===== config.mk =====
export PLATFORM = sky130hd
export DESIGN_NAME = huffman_stream_ctrl
export DESIGN_NICKNAME = d
export VERILOG_FILES = /design/src/rtl/huffman_stream_ctrl.sv
export SDC_FILE = /design/constraint.sdc
export NUM_CORES = 1
export LEC_CHECK = 0
export BUFFER_PORTS_ARGS = -buffer_cell sky130_fd_sc_hd__buf_4
export CAP_MARGIN = 0
export CORE_ASPECT_RATIO = 0.9
export CORE_MARGIN = 4
export CORE_UTILIZATION = 45
export CTS_CLUSTER_SIZE = 20
export DETAILED_ROUTE_END_ITERATION = 12
export SLEW_MARGIN = 25
export SYNTH_ARGS = -nofsm -noshare
export SYNTH_HDL_FRONTEND = slang
export SYNTH_SLANG_ARGS = --single-unit
export TNS_END_PERCENT = 20

===== constraint.sdc =====
create_clock -name clk -period 10.8 [get_ports clk]
set_input_delay 0.54 -clock clk [delete_from_list [all_inputs] [get_ports clk]]
set_output_delay 0.54 -clock clk [all_outputs]
set_load 0.02 [all_outputs]

===== src/rtl/huffman_stream_ctrl.sv =====
`default_nettype none
// ============================================================================
//  Module   : huffman_stream_ctrl
//  Purpose  : Feeds a HuffmanDecoder from a packed MSB-first word stream,
//             counts decoded symbols and ends the job after cfg_nsym symbols.
//  Revision : 1.0  initial release
// ============================================================================
module huffman_stream_ctrl #(
  parameter int WORD_W = 32,
  parameter int WIN_W  = 6,
  parameter int CNT_W  = 16
) (
  input  logic              clk,
  input  logic              rst,
  input  logic              start,
  input  logic [CNT_W-1:0]  cfg_nsym,
  output logic              busy,
  output logic              done,
  output logic [CNT_W-1:0]  sym_count,
  input  logic [WORD_W-1:0] in_word,
  input  logic              in_valid,
  output logic              in_ready,
  output logic [WIN_W-1:0]  encodedData,
  output logic              load,
  input  logic              ready,
  input  logic [3:0]        symbolLength,
  input  logic              decodedData_valid
);

  localparam int c_BUF_W  = 2 * WORD_W;
  localparam int c_BCNT_W = $clog2(c_BUF_W + 1);
  localparam logic [c_BCNT_W-1:0] c_WIN_N  = c_BCNT_W'(WIN_W);
  localparam logic [c_BCNT_W-1:0] c_WORD_N = c_BCNT_W'(WORD_W);

  localparam logic [2:0] c_IDLE  = 3'd0;
  localparam logic [2:0] c_PRIME = 3'd1;
  localparam logic [2:0] c_RUN   = 3'd2;
  localparam logic [2:0] c_STALL = 3'd3;
  localparam logic [2:0] c_DONE  = 3'd4;

  logic [2:0]          r_state;
  logic [c_BUF_W-1:0]  r_buf;
  logic [c_BCNT_W-1:0] r_bcnt;
  logic [c_BCNT_W-1:0] r_need;
  logic [WIN_W-1:0]    r_win;
  logic                r_load;
  logic [CNT_W-1:0]    r_nsym;
  logic [CNT_W-1:0]    r_cnt;

  logic [2:0]          w_state_nxt;
  logic                w_stream_st;
  logic                w_accept;
  logic                w_term;
  logic                w_upd;
  logic                w_cap;
  logic                w_flush;
  logic [c_BCNT_W-1:0] w_req_ext;
  logic [c_BCNT_W-1:0] w_req_need;
  logic [c_BCNT_W-1:0] w_upd_need;
  logic [c_BCNT_W-1:0] w_bcnt_sh;
  logic [c_BUF_W-1:0]  w_buf_sh;
  logic [c_BUF_W-1:0]  w_word_al;
  logic [2*WIN_W-1:0]  w_win_cat;
  logic [WIN_W-1:0]    w_win_nxt;

  assign w_stream_st = (r_state == c_PRIME) || (r_state == c_RUN) || (r_state == c_STALL);
  assign in_ready    = w_stream_st && (r_bcnt <= c_WORD_N);
  assign w_accept    = in_valid && in_ready;
  assign w_term      = w_stream_st && decodedData_valid && ((r_cnt + CNT_W'(1)) == r_nsym);

  // Lengths at or above the window width (including the escape code) refill it completely
  assign w_req_ext  = c_BCNT_W'(symbolLength);
  assign w_req_need = (w_req_ext >= c_WIN_N) ? c_WIN_N : w_req_ext;

  always_comb begin
    w_state_nxt = r_state;
    w_upd       = 1'b0;
    w_cap       = 1'b0;
    w_upd_need  = '0;
    case (r_state)
      c_IDLE: begin
        if (start) begin
          w_state_nxt = (cfg_nsym == '0) ? c_DONE : c_PRIME;
        end
      end
      c_PRIME: begin
        if (w_term) begin
          w_state_nxt = c_DONE;
        end else if (r_bcnt >= c_WIN_N) begin
          w_upd       = 1'b1;
          w_upd_need  = c_WIN_N;
          w_state_nxt = c_RUN;
        end
      end
      c_RUN: begin
        if (w_term) begin
          w_state_nxt = c_DONE;
        end else if (ready) begin
          if (r_bcnt >= w_req_need) begin
            w_upd      = 1'b1;
            w_upd_need = w_req_need;
          end else begin
            w_cap       = 1'b1;
            w_state_nxt = c_STALL;
          end
        end
      end
      c_STALL: begin
        if (w_term) begin
          w_state_nxt = c_DONE;
        end else if (r_bcnt >= r_need) begin
          w_upd       = 1'b1;
          w_upd_need  = r_need;
          w_state_nxt = c_RUN;
        end
      end
      c_DONE: begin
        w_state_nxt = c_IDLE;
      end
      default: begin
        w_state_nxt = c_IDLE;
      end
    endcase
  end

  // Window slides left by the consumed bit count, taking new bits from the buffer head
  assign w_win_cat = {r_win, r_buf[c_BUF_W-1 -: WIN_W]};
  assign w_win_nxt = WIN_W'(w_win_cat >> (c_WIN_N - w_upd_need));

  assign w_buf_sh  = r_buf << w_upd_need;
  assign w_bcnt_sh = r_bcnt - w_upd_need;
  assign w_word_al = {in_word, {WORD_W{1'b0}}} >> w_bcnt_sh;
  assign w_flush   = (w_state_nxt == c_DONE) || (w_state_nxt == c_IDLE);

  always_ff @(posedge clk) begin
    if (!rst) begin
      r_state <= c_IDLE;
      r_buf   <= '0;
      r_bcnt  <= '0;
      r_need  <= '0;
      r_win   <= '0;
      r_load  <= 1'b0;
      r_nsym  <= '0;
      r_cnt   <= '0;
    end else begin
      r_state <= w_state_nxt;
      r_load  <= w_upd;
      if (w_upd) begin
        r_win <= w_win_nxt;
      end
      if (w_cap) begin
        r_need <= w_req_need;
      end
      if (w_flush) begin
        r_buf  <= '0;
        r_bcnt <= '0;
      end else if (w_accept) begin
        r_buf  <= w_buf_sh | w_word_al;
        r_bcnt <= w_bcnt_sh + c_WORD_N;
      end else begin
        r_buf  <= w_buf_sh;
        r_bcnt <= w_bcnt_sh;
      end
      if (r_state == c_IDLE) begin
        if (start) begin
          r_nsym <= cfg_nsym;
          r_cnt  <= '0;
        end
      end else if (decodedData_valid) begin
        r_cnt <= r_cnt + CNT_W'(1);
      end
    end
  end

  assign busy        = (r_state != c_IDLE);
  assign done        = (r_state == c_DONE);
  assign sym_count   = r_cnt;
  assign encodedData = r_win;
  assign load        = r_load;

endmodule
`default_nettype wire


After elaboration in Yosys (flattened, before gate mapping)

Cells that the tools add are included.
W data, S select, Z words.

Add/sub/neg operators: 4
Order comparisons: 5
Eq/ne operators: 7
Shift operators: 3
Mux-type cells: 36
Bitwise logic cells: 2
Reductions and logical operators: 15

Operators by type and width:

| operator                | count |
|---|---|
| $mux W64                | 1 |
| $or A64 B64 Y64         | 1 |
| $shl A64 B7 Y64         | 1 |
| $shr A64 B7 Y64         | 1 |
| $mux W16                | 3 |
| $mux W3                 | 11 |
| $mux W7                 | 3 |
| $pmux W7 S3             | 1 |
| $add A16 B1 Y16 const B | 1 |
| $eq A16 B16 Y1          | 1 |
| $logic_not A16 Y1       | 1 |
| $mux W4                 | 4 |
| $pmux W3 S4             | 1 |
| $shr A12 B7 Y6          | 1 |
| $mux W1                 | 11 |
| $add A7 B6 Y7 const B   | 1 |
| $ge A7 B3 Y1 const B    | 1 |
| $ge A7 B4 Y1            | 1 |
| $ge A7 B7 Y1            | 1 |
| $le A7 B6 Y1 const B    | 1 |
| $sub A3 B7 Y7 const A   | 1 |
| $sub A7 B7 Y7           | 1 |
| $eq A3 B2 Y1 const B    | 2 |
| $eq A3 B3 Y1 const B    | 2 |
| 12 further kinds        | 19 |

Register bits: 120
Input port bits: 58

Longest topological paths before layout

Depth in word-level cells: 11
Gate-level depth with buffers: 27
Gate-level depth less buffers: 22

Worst setup path before layout

OpenSTA, ideal clock, no wires.

Path kind: input to register
Start point: input port symbolLength[0]
End point: register r_buf[25]
Setup time: 132 ps
Data arrival time: 5858 ps
Slack: 4809 ps
Stages on the path: 26
Path buffers: 5
Cells stage by stage: inv_1 -> a211oi_1 -> ha_1 -> nand2b_1 -> a21o_1 -> maj3_1 -> o211ai_1 -> nand2_1 -> o21ai_2 -> inv_2 -> clkbuf_1 -> clkbuf_1 -> ha_1 -> fa_1 -> clkbuf_1 -> clkbuf_1 -> clkbuf_1 -> mux4_2 -> nand2_1 -> nand2_1 -> mux2i_1 -> nand2_1 -> a31oi_1 -> nor2_1 -> a221oi_1 -> a21oi_1

Word-level cells in the longest chain between the ends: 11
Elaborated cells on any way between the ends: 20

RTL lines:

| what                 | line | source |
|---|---|---|
| start, declared      | 26   | `input logic [3:0] symbolLength,` |
| $ge A4 B3 Y1         | 73   | `assign w_req_need = (w_req_ext >= c_WIN_N) ? c_WIN_N : w_req_ext;` |
| $mux W4 *            | 73   |  |
| net w_req_need[0]    | 58   | `logic [c_BCNT_W-1:0] w_req_need;` |
| $ge A7 B4 Y1         | 99   | `if (r_bcnt >= w_req_need) begin` |
| $mux W4              | 99   |  |
| $mux W4              | 98   | `end else if (ready) begin` |
| $mux W4              | 96   | `if (w_term) begin` |
| $pmux W7 S3          | 80   | `case (r_state)` |
| $sub A7 B7 Y7        | 131  | `assign w_bcnt_sh = r_bcnt - w_upd_need;` |
| $shr A64 B7 Y64      | 132  | `assign w_word_al = {in_word, {WORD_W{1'b0}}} >> w_bcnt_sh;` |
| $or A64 B64 Y64      | 158  | `r_buf <= w_buf_sh \| w_word_al;` |
| $mux W64             | 157  | `end else if (w_accept) begin` |
| end signal, assigned | 158  |  |
| end signal, assigned | 161  | `r_buf <= w_buf_sh;` |
| end, declared        | 42   | `logic [c_BUF_W-1:0] r_buf;` |

The timed path passes the listed nets; every way through them passes the cells marked *.
A chain may end at the register's enable or synchronous reset.

Worst setup path in the final report

Start point: input port symbolLength[1]
End point: register r_buf[1]

Word-level cells in the longest chain between the ends: 11
Elaborated cells on any way between the ends: 20

RTL lines:

| what              | line |
|---|---|
| $ge A4 B3 Y1 *    | 73 |
| $mux W4 *         | 73 |
| net w_req_need[0] | 58 |
| $ge A7 B4 Y1      | 99 |
| $mux W4           | 99 |
| $mux W4           | 98 |
| $mux W4           | 96 |
| $pmux W7 S3       | 80 |
| $sub A7 B7 Y7     | 131 |
| $shr A64 B7 Y64   | 132 |
| $or A64 B64 Y64   | 158 |
| $mux W64          | 157 |

Marks and branches as above.

==> results by group <==
Placement
  – Dpl cell area: between 0.01 and 0.015 mm2
  – Post-place setup slack: roughly 3.1 ns
  – # port buffers: 83
  – Routability Congestion: 1.01
  – Placed Cells: roughly 2,000
  – Detailed placement HPWL: approximately 37,000 um

Die
  – Rows: 56
  – Core area: around 0.026 mm2
  – DIE HEIGHT: ~160 um
  – Io pins: between 80 and 90
  – Die area: approximately 0.029 mm2
  – Initial Util: approximately 46%
  – DIE WIDTH: approximately 180 um

GRT
  – First-pass GRT wire length: between 70,000 and 80,000 um
  – Total gr overflow: 0
  – Largest net degree at the start of global routing: 66
  – Global-route usage over all layers: roughly 34%
  – Vias in the first global route: 13,500
  – Initial antenna violation count: 0

Setup path
  – R2R Path End: r_buf[1]$_SDFF_PP0_
  – R2r setup slk: ~3.3 ns
  – Crit. End Element: flip-flop
  – WS Path Type: in2reg
  – Arrival @ worst endpoint: around 8 ns
  – Worst setup SP type: primary input
  – WP data required: ~11 ns
  – Highest net fanout along the worst path: 43
  – R2r startpoint: sym_count[0]$_SDFFE_PN0P_
  – Worst r2r path cells: 19

Yosys
  – Syn avg cell area: between 7 and 8 um2
  – Count leader, synth: nand2_1
  – Synth top cells by count: nand2_1, a21oi_1, nor2_1
  – Top cells by area, synth: dfxtp_1, a21oi_1, nand2_1
  – Post-Syn Instances: about 1,700
  – Portion of netlist area occupied by mux cells: between 10% and 20%
  – Post-synth top area cell: dfxtp_1
  – Commonest register cell after synthesis: dfxtp_1
  – Post-synthesis compound-gate area fraction: ~33%
  – Synth Area in Simple Gates: 25.6%
  – Synthesized area: ~0.012 mm2
  – Post-synthesis sequential element count: between 100 and 150
  – Syn. warnings: 0
  – Main combinational cell family by area after synthesis: compound AO/OA/AOI/OAI gates
  – Async SR Flop Fraction: 0%
  – Area fraction of the dominant cell type after synthesis: roughly 20%
  – Sequential fraction of the synthesis area: roughly a fifth
  – Synth Area in Adders: around 1.5%
  – Synth Area in XOR/XNOR: 2.05%
  – Synth Net Count: about 1,800
  – Number of synthesized flops with an enable pin: 0
  – Synth cell types: 94

Power
  – Power Total: roughly 4.8 mW
  – Leak pwr: 4.77 nW
  – Peak VDD IR: ~330 uV
  – PwrDens: 361 mW/mm2

Routing
  – Drt pass-1 iters: 6
  – Residual DRC: 0
  – Via/cell ratio: 6.97
  – Iter 0 DRT Violations: a little under 2,000
  – Wire length per cell: about 25 um
  – Routed Antenna Nets: 0
  – Final wirelength: ~50,000 um
  – Via count: around 14,000

Flow run
  – Max Cap Viol: 0

Finish
  – Layout Cells excl Fill: 2,054
  – Share of cells above drive strength 1: between 10 and 15%
  – Filler cells: 2,659
  – Area delta synth->final: 11.1%
  – Final core utilization: roughly 51%
  – Final #Nets: 1,764
  – Design area: between 0.01 and 0.015 mm2
  – Inserted Diodes: 0

Status
  – Status: finished clean

Min path
  – Hold path endpoint: r_nsym[4]$_SDFFE_PN0P_
  – Worst hold path startpoint: cfg_nsym[4]
  – Worst min path class: in2reg
  – Hold path cells: 3

Timing
  – Post-Route Setup TNS: 0 ns
  – Worst-Margin Slew: 1.01 ns
  – Fin crit period: roughly 7.5 ns
  – Final setup viols: 0
  – Clock skew: between 0.015 and 0.02 ns
  – Setup WS post-layout: 3.32 ns
  – Max Slew Vio Count: 0
  – Min Hold Slack: roughly 0.36 ns
  – Final period utilization: between 60 and 70%
  – Max Freq: 134 MHz
  – RSZ-0062 raised after global routing: false
  – Worst relative slew slack: 32.3%
  – Final hold violation count: 0

CTS
  – Clk pin slew, worst setup/hold paths: around 0.070 ns
  – Cts repair resizes: 0
  – CTS max path bufs: 2
  – Htree depth: 4
  – Skew-Pair Late Insertion Delay: between 0.4 and 0.5 ns
  – Post-CTS Setup Inserts: 0
  – Clock Tree Root: clkbuf_16
  – TritonCTS buffer count: 17
  – Hold Buf Count CTS: 0
  – CTS tree: done
  – Clock Sinks: ~120
cell usage in the layout (no fill, tap or decap), types with 11 or more instances in the layout:
| cell type | netlist | final |
|---|---|---|
| nand2b_1 | 13 | 13 |
| or3_1 | 14 | 14 |
| nor2_1 | 142 | 140 |
| o22ai_1 | 47 | 47 |
| mux2i_1 | 42 | 42 |
| a21oi_1 | 187 | 187 |
| mux2_2 | 17 | 17 |
| nand4_1 | 15 | 15 |
| ha_1 | 12 | 11 |
| a31oi_1 | 27 | 27 |
| and3_1 | 14 | 14 |
| a22oi_1 | 32 | 32 |
| o21ai_0 | 125 | 125 |
| buf_4 | 12 | 122 |
| o31ai_1 | 19 | 19 |
| mux4_2 | 31 | 31 |
| inv_1 | 45 | 45 |
| xnor2_1 | 20 | 19 |
| dfxtp_1 | 117 | 117 |
| nand3_1 | 64 | 64 |
| nor3_1 | 108 | 108 |
| a32oi_1 | 18 | 18 |
| clkbuf_16 | 0 | 17 |
| a211oi_1 | 32 | 31 |
| and2_1 | 13 | 13 |
| nand2_1 | 193 | 192 |
critical path, cell delays in order:
cell and delay (ns):
buf_4 0.13, a211oi_1 0.42, ha_1 0.31, nand2b_1 0.14, a21o_1 0.19, maj3_1 0.44, o211ai_1 0.48, nand2_1 0.10
buf_4 0.25, o21ai_4 0.08, buf_4 0.46, inv_2 0.28, ha_2 0.27, fa_2 1.14, mux2_2 0.43, nand2_1 0.07
o21ai_0 0.24, mux2i_1 0.52, a21oi_1 0.40, a21oi_1 0.49, o221ai_1 0.19, and2_1 0.18
where the power goes:
group          leakage, nW  switching (mW)  internal [mW]
Clock                0.280           0.260          0.327
Combinational         3.54            2.41           1.08
Sequential           0.949           0.164          0.552
worst max path at each step:
stage,startpoint,slack [ns],cells after the start,endpoint
2_1_floorplan,symbolLength[0],4.81,26,r_buf[25]$_SDFF_PP0_
5_1_grt,sym_count[0]$_SDFFE_PN0P_,3.02,18,r_buf[2]$_SDFF_PP0_
6_report,symbolLength[1],3.32,22,r_buf[1]$_SDFF_PP0_
3_3_place_gp,symbolLength[1],3.22,22,r_buf[1]$_SDFF_PP0_
4_1_cts,symbolLength[1],3.57,22,r_buf[1]$_SDFF_PP0_
3_5_place_dp,symbolLength[1],3.15,22,r_buf[1]$_SDFF_PP0_
sequential cells by signal, indices dropped and copies added, names as in the netlist:
signal and flops:
r_buf 64, sym_count 16, load 1, r_state 3, r_bcnt 7, encodedData 6, r_need 4, r_nsym 16
layout make-up:
type / count / area, um2 / area share (%)
multi-input cells: 1386 / 8810 / 66.4
flip-flops and latches: 117 / 2340 / 17.7
repair buffers: 122 / 916 / 6.90
well taps: 348 / 435 / 3.28
clock buffers: 17 / 425 / 3.21
inverters: 49 / 185 / 1.40
clock inverters: 15 / 159 / 1.20
logic make-up (layout without fill, tap and decap cells):
kind of cell	count (synthesis)	in the layout
AO/OA/AOI/OAI	614	614
XOR/XNOR	28	28
adder cells (fa/ha/maj)	14	14
buffers and inverters	197	203
flip-flops	117	117
multiplexers	90	90
AND/OR/NAND/NOR	640	640
per-layer routing:
metal,wire [um],global-route usage (%)
met5,0,0
met4,2400,15.3
met1,20600,45.2
met2,22100,51.5
met3,6290,8.87
Note: power is estimated with default switching activity, not from simulation.
